[config.mk]
export PLATFORM = sky130hd
export DESIGN_NAME = subleq_core
export DESIGN_NICKNAME = d
export VERILOG_FILES = /design/src/rtl/subleq_pkg.sv /design/src/rtl/subleq_core.sv
export SDC_FILE = /design/constraint.sdc
export NUM_CORES = 1
export LEC_CHECK = 0
export BUFFER_PORTS_ARGS = -buffer_cell sky130_fd_sc_hd__clkbuf_2
export CORE_ASPECT_RATIO = 0.8
export CORE_MARGIN = 4
export CORE_UTILIZATION = 50
export CTS_BUF_LIST = sky130_fd_sc_hd__clkbuf_2 sky130_fd_sc_hd__clkbuf_4 sky130_fd_sc_hd__clkbuf_8
export CTS_CLUSTER_DIAMETER = 40
export DETAILED_ROUTE_END_ITERATION = 8
export PLACE_DENSITY = 0.71
export SLEW_MARGIN = 30
export SYNTH_ARGS = -nofsm -noshare
export SYNTH_HDL_FRONTEND = slang
export SYNTH_SLANG_ARGS = --single-unit
export TNS_END_PERCENT = 20
[constraint.sdc]
create_clock -name clock -period 3.9 [get_ports clock]
set_input_delay 0.195 -clock clock [delete_from_list [all_inputs] [get_ports clock]]
set_output_delay 0.195 -clock clock [all_outputs]
set_load 0.01 [all_outputs]
[src/rtl/subleq_pkg.sv]
// Shared types and helpers for the SUBLEQ execution core.
package subleq_pkg;

  // Widest DATA_W accepted by is_leq_zero.
  localparam int unsigned MAX_DATA_W = 64;

  typedef enum logic [3:0] {
    ST_IDLE,
    ST_FETCH_A,
    ST_WAIT_A,
    ST_FETCH_B,
    ST_WAIT_B,
    ST_READ_A,
    ST_WAIT_RA,
    ST_READ_B,
    ST_WAIT_RB,
    ST_WRITE,
    ST_FETCH_C,
    ST_WAIT_C,
    ST_HALT
  } subleq_state_e;

  // True when the low `width` bits of value, read as two's complement, are <= 0.
  function automatic logic is_leq_zero(input logic [MAX_DATA_W-1:0] value,
                                       input int unsigned            width);
    logic [MAX_DATA_W-1:0] mask;
    logic [MAX_DATA_W-1:0] shifted;
    mask    = ~({MAX_DATA_W{1'b1}} << width);
    shifted = value >> (width - 1);
    return shifted[0] | ((value & mask) == '0);
  endfunction

endpackage

[src/rtl/subleq_core.sv]
// SUBLEQ core: mem[B] <- mem[B] - mem[A]; branch to C when the result is <= 0.
// One request/grant/rvalid memory port, at most one request outstanding.
//
// state      | meaning
// IDLE       | between instructions, waits for run
// FETCH_A    | read request for A at pc, waits for gnt
// WAIT_A     | waits for rvalid carrying A
// FETCH_B    | read request for B at pc+1
// WAIT_B     | waits for rvalid carrying B
// READ_A     | read request for mem[A]
// WAIT_RA    | waits for rvalid carrying mem[A]
// READ_B     | read request for mem[B]
// WAIT_RB    | waits for rvalid carrying mem[B], forms the difference
// WRITE      | write request of the difference to B
// FETCH_C    | read request for C at pc+2 (branch taken only)
// WAIT_C     | waits for rvalid carrying C, retires
// HALT       | self-loop detected, left only by reset
module subleq_core
  import subleq_pkg::*;
#(
  parameter int unsigned       DATA_W            = 32,
  parameter int unsigned       ADDR_W            = 16,
  parameter logic [ADDR_W-1:0] RESET_PC          = '0,
  parameter bit                HALT_ON_SELF_LOOP = 1'b1
) (
  input  logic              clock,
  input  logic              rst,
  input  logic              run,
  output logic              mem_req,
  output logic              mem_we,
  output logic [ADDR_W-1:0] mem_addr,
  output logic [DATA_W-1:0] mem_wdata,
  input  logic              mem_gnt,
  input  logic              mem_rvalid,
  input  logic [DATA_W-1:0] mem_rdata,
  output logic [ADDR_W-1:0] pc,
  output logic              busy,
  output logic              halted,
  output logic [31:0]       retired
);

  subleq_state_e     state_q, state_d;
  logic [ADDR_W-1:0] pc_q, pc_d;
  logic [ADDR_W-1:0] a_addr_q, a_addr_d;
  logic [ADDR_W-1:0] b_addr_q, b_addr_d;
  logic [DATA_W-1:0] a_data_q, a_data_d;
  logic [DATA_W-1:0] b_data_q, b_data_d;
  logic              mem_req_q, mem_req_d;
  logic              mem_we_q, mem_we_d;
  logic [ADDR_W-1:0] mem_addr_q, mem_addr_d;
  logic [DATA_W-1:0] mem_wdata_q, mem_wdata_d;
  logic              busy_q, busy_d;
  logic              halted_q, halted_d;
  logic [31:0]       retired_q, retired_d;

  logic [DATA_W-1:0] diff;
  logic [ADDR_W-1:0] rd_addr;

  always_comb begin
    state_d     = state_q;
    pc_d        = pc_q;
    a_addr_d    = a_addr_q;
    b_addr_d    = b_addr_q;
    a_data_d    = a_data_q;
    b_data_d    = b_data_q;
    mem_req_d   = mem_req_q;
    mem_we_d    = mem_we_q;
    mem_addr_d  = mem_addr_q;
    mem_wdata_d = mem_wdata_q;
    halted_d    = halted_q;
    retired_d   = retired_q;
    diff        = mem_rdata - a_data_q;
    rd_addr     = mem_rdata[ADDR_W-1:0];

    unique case (state_q)
      ST_IDLE: begin
        if (run && !halted_q) begin
          state_d    = ST_FETCH_A;
          mem_req_d  = 1'b1;
          mem_we_d   = 1'b0;
          mem_addr_d = pc_q;
        end
      end
      ST_FETCH_A: begin
        if (mem_gnt) begin
          state_d   = ST_WAIT_A;
          mem_req_d = 1'b0;
        end
      end
      ST_WAIT_A: begin
        if (mem_rvalid) begin
          a_addr_d   = rd_addr;
          state_d    = ST_FETCH_B;
          mem_req_d  = 1'b1;
          mem_addr_d = pc_q + ADDR_W'(1);
        end
      end
      ST_FETCH_B: begin
        if (mem_gnt) begin
          state_d   = ST_WAIT_B;
          mem_req_d = 1'b0;
        end
      end
      ST_WAIT_B: begin
        if (mem_rvalid) begin
          b_addr_d   = rd_addr;
          state_d    = ST_READ_A;
          mem_req_d  = 1'b1;
          mem_addr_d = a_addr_q;
        end
      end
      ST_READ_A: begin
        if (mem_gnt) begin
          state_d   = ST_WAIT_RA;
          mem_req_d = 1'b0;
        end
      end
      ST_WAIT_RA: begin
        if (mem_rvalid) begin
          a_data_d   = mem_rdata;
          state_d    = ST_READ_B;
          mem_req_d  = 1'b1;
          mem_addr_d = b_addr_q;
        end
      end
      ST_READ_B: begin
        if (mem_gnt) begin
          state_d   = ST_WAIT_RB;
          mem_req_d = 1'b0;
        end
      end
      ST_WAIT_RB: begin
        if (mem_rvalid) begin
          b_data_d    = diff;
          state_d     = ST_WRITE;
          mem_req_d   = 1'b1;
          mem_we_d    = 1'b1;
          mem_addr_d  = b_addr_q;
          mem_wdata_d = diff;
        end
      end
      ST_WRITE: begin
        if (mem_gnt) begin
          mem_we_d = 1'b0;
          if (is_leq_zero(MAX_DATA_W'(b_data_q), DATA_W)) begin
            state_d    = ST_FETCH_C;
            mem_addr_d = pc_q + ADDR_W'(2);
          end else begin
            state_d   = ST_IDLE;
            mem_req_d = 1'b0;
            pc_d      = pc_q + ADDR_W'(3);
            retired_d = retired_q + 32'd1;
          end
        end
      end
      ST_FETCH_C: begin
        if (mem_gnt) begin
          state_d   = ST_WAIT_C;
          mem_req_d = 1'b0;
        end
      end
      ST_WAIT_C: begin
        if (mem_rvalid) begin
          pc_d      = rd_addr;
          retired_d = retired_q + 32'd1;
          // A taken branch onto its own pc can never make progress.
          if (HALT_ON_SELF_LOOP && (rd_addr == pc_q)) begin
            state_d  = ST_HALT;
            halted_d = 1'b1;
          end else begin
            state_d = ST_IDLE;
          end
        end
      end
      ST_HALT: begin
        state_d = ST_HALT;
      end
      default: begin
        state_d = ST_IDLE;
      end
    endcase

    busy_d = (state_d != ST_IDLE) && (state_d != ST_HALT);
  end

  always_ff @(posedge clock) begin
    if (rst) begin
      state_q     <= ST_IDLE;
      pc_q        <= RESET_PC;
      a_addr_q    <= '0;
      b_addr_q    <= '0;
      a_data_q    <= '0;
      b_data_q    <= '0;
      mem_req_q   <= 1'b0;
      mem_we_q    <= 1'b0;
      mem_addr_q  <= '0;
      mem_wdata_q <= '0;
      busy_q      <= 1'b0;
      halted_q    <= 1'b0;
      retired_q   <= '0;
    end else begin
      state_q     <= state_d;
      pc_q        <= pc_d;
      a_addr_q    <= a_addr_d;
      b_addr_q    <= b_addr_d;
      a_data_q    <= a_data_d;
      b_data_q    <= b_data_d;
      mem_req_q   <= mem_req_d;
      mem_we_q    <= mem_we_d;
      mem_addr_q  <= mem_addr_d;
      mem_wdata_q <= mem_wdata_d;
      busy_q      <= busy_d;
      halted_q    <= halted_d;
      retired_q   <= retired_d;
    end
  end

  assign mem_req   = mem_req_q;
  assign mem_we    = mem_we_q;
  assign mem_addr  = mem_addr_q;
  assign mem_wdata = mem_wdata_q;
  assign pc        = pc_q;
  assign busy      = busy_q;
  assign halted    = halted_q;
  assign retired   = retired_q;

endmodule

==> impl_results.md <==
- IR Drop Worst-Case VDD: 0.211 mV
- WHS Path Cells: 3
- Final Hold Violating Endpoints: 0
- Post-Route WL: 26,900 microns
- Num CTS Buffers: 17
- Seq/Total Area, Yosys: 0.355
- Post-synthesis register bit count: 168
- Setup TNS: 0 ps
- Die ar.: 0.0212 sq mm
- Power Density: ~330 mW/mm^2
- Clock Tree Root: clkbuf_8
- Number of flops mapped to enable cells by yosys: 0
- Max-cap violations: 0
- Critical path peak fanout: 3
- Hold_sp: mem_rdata[9]
- Worst-Margin Slew: 846 ps
- Relative slew slack: 0.436
- Syn nets: 1,340
- Vias/cell: 5.73
- Clock skew: 16.9 ps
- CP required: 4270 ps
- Most instantiated library cell after synthesis: nand2_1
- Top FF cell, synth: dfxtp_1
- Grt ovf: 0
- H-tree levels: 4
- Type of the worst setup path: flip-flop to flip-flop
- Post-Syn Area: roughly 0.0095 sq mm
- Worst hold path endpoint: a_addr_q[9]
- Finish-stage setup viols: 0
- Initial DRC count: 1,053
- Vias in the first global route: 8,190
- RePlAce Congestion: between 0.9 and 1
- Fin nets: 1,446
- DRC: 0
- First-pass GRT wire length: between 40,000 and 50,000 microns
- Slew Limit Fails: 0
- Share of the synthesized area in the top cell type: 0.355
- Layout Cells excl Fill: between 1,500 and 2,000
- Initial antenna violation count: 0
- Min Tclk post-route: 2870 ps
- Crit path DAT: 3240 ps
- Worst reg-to-reg setup slack: 1030 ps
- Area Overhead vs Synth: 14.5%
- Capture point of the worst reg-to-reg path: mem_wdata[30]
- Yosys warns: 0
- Row count: 44
- Post-route antenna net violation count: 0
- Top cells by area, synth: dfxtp_1 (36%), nand2_1 (10%), a21oi_1 (8.2%)
- Final worst path period share: 0.735
- Via count: 9,377
- IO buf count: 136
- Synth area leader: dfxtp_1
- Reg clk slew, reported paths: roughly 90 ps
- IO Pins: 137
- RSZ-0062 raised after global routing: no
- Fmax: 349 MHz
- Worst-Skew Late Latency: roughly 480 ps
- Drt wl/cell: approximately 16 microns
- Distinct cells, synth: 76
- GRT Resource Usage Total: 0.251
- Synth cell count leaders: nand2_1 (252), dfxtp_1 (168), a21oi_1 (156)
- Die H: 131 microns
- RR Startpoint: a_data_q[0]
- Synth Area per Inst: about 7.5 sq um
- Startpoint Class: flip-flop
- Pleak: 4.06 nW
- Die W: between 150 and 200 microns
- CTS resizes: 0
- Crit end category: flip-flop
- Initial Utilization: 0.515
- Clock buffer depth: 2
- R2r worst-path depth: 11
- Layout cells sized above 1: 0.157
- Diode count: 0
- Largest net degree at the start of global routing: 78
- Asr flop ratio synth: 0
- DP Cell Count: roughly 1,600
- Clock Sinks: 168
- CTS tree: built
- First-pass iteration count of the detailed router: 6
- Core area: 0.0184 sq mm
- Detail Placement HPWL: 19,100 microns
- Cells after synthesis: around 1,300
- Worst min-delay path category: input pin to flip-flop
- Status: finished, final reports clean
[metrics by stage]
| step | util | hold slack [ps] | worst slack [ps] | power (mW) | area, sq um |
|---|---|---|---|---|---|
| 2_1_floorplan | - | 278 | 1290 | 2.10 | 9470 |
| 3_3_place_gp | 0.559 | 442 | 913 | 2.24 | 10300 |
| 3_5_place_dp | 0.559 | 446 | 886 | 2.24 | 10300 |
| 4_1_cts | 0.590 | 23.5 | 1030 | 3.57 | 10800 |
| 5_1_grt | 0.590 | 33.7 | 835 | 3.70 | 10800 |
| 6_report | 0.590 | 42.8 | 1030 | 3.55 | 10800 |
[registers in the layout, indices dropped and copies added, names as in the netlist]
register   count
retired       32
mem_we         1
state_q        4
mem_req        1
pc            16
a_data_q      32
mem_addr      16
busy           1
halted         1
mem_wdata     32
b_addr_q      16
a_addr_q      16
[where the power goes]
part / switching, mW / internal [mW] / leakage [nW]
registers: 0.0245 / 1.75 / 1.36
logic: 0.278 / 0.173 / 2.50
clock network: 0.688 / 0.635 / 0.203
[cells in the final DEF (no fill, tap or decap), types with 4 or more instances in the layout]
cell type,synthesis,routed
nand2_1,252,252
dfxtp_1,168,168
a21oi_1,156,155
clkbuf_2,1,135
nor2_1,112,111
o21ai_0,54,54
inv_1,47,47
xor2_1,39,39
ha_1,36,36
xnor2_1,31,31
nand3_1,28,28
buf_4,0,20
nor3_1,20,19
a21o_1,17,17
a211oi_1,17,17
clkbuf_8,1,17
dlygate4sd3_1,0,16
or3_1,14,14
nor4_1,13,13
a311oi_1,12,12
a22oi_1,12,12
and3_1,11,11
nand4_1,11,11
a31oi_1,10,10
o31ai_1,8,8
o211ai_1,7,7
a221oi_1,7,7
or2_2,6,6
o22ai_1,6,6
nor2b_1,5,5
a222oi_1,5,5
nand2b_1,4,4
o21a_1,4,4
and3_2,4,4
inv_6,0,4
[layout make-up]
type,count,area (sq um)
clock buffer,17,234
clock inverter,14,173
fill,1802,7550
inverter,48,180
multi-input combinational,966,5590
sequential,168,3360
tap,253,317
timing repair buffer,171,986
[critical path, cell delays in order, from the launching register on]
cell and delay (ps):
dfxtp_1 320, ha_1 210, fa_1 380, nand2b_1 190, a21o_1 210, a211o_1 300
a21oi_2 190, nor2_1 110, a221o_1 400, o31ai_2 250, xnor2_1 140, o21ai_1 70
[cell families after synthesis]
group / Yosys count / share of synthesized area
AND/OR/NAND/NOR: 509 / 0.244
AO/OA/AOI/OAI: 347 / 0.227
flip-flops: 168 / 0.355
buffers and inverters: 132 / 0.0562
XOR/XNOR: 70 / 0.0648
adder cells (fa/ha/maj): 37 / 0.0497
multiplexers: 3 / 0.00317
[worst max-delay path by stage]
stage	from	end	slack [ps]	cells after the start
2_1_floorplan	a_data_q[0]	mem_wdata[30]	1290	11
3_3_place_gp	mem_rdata[0]	mem_wdata[30]	910	13
3_5_place_dp	mem_rdata[0]	mem_wdata[30]	890	13
4_1_cts	a_data_q[0]	mem_wdata[30]	1030	11
5_1_grt	state_q[1]	retired[28]	830	9
6_report	a_data_q[0]	mem_wdata[30]	1030	11
[what timing repair did]
item                                   CTS  global route
setup buffers                            0             0
endpoints found under the hold margin   16             0
hold buffers                            16             0
setup endpoints to repair                0             0
[layer usage]
metal  global-route usage  share of wire  vias to the layer above
li1                     -              -                     4628
met5                    0              0                        -
met2                0.389           0.44                      349
met1                0.360           0.46                     4362
met4               0.0617          0.013                        0
met3               0.0563          0.081                       38
Note: power is estimated with default switching activity, not from simulation.
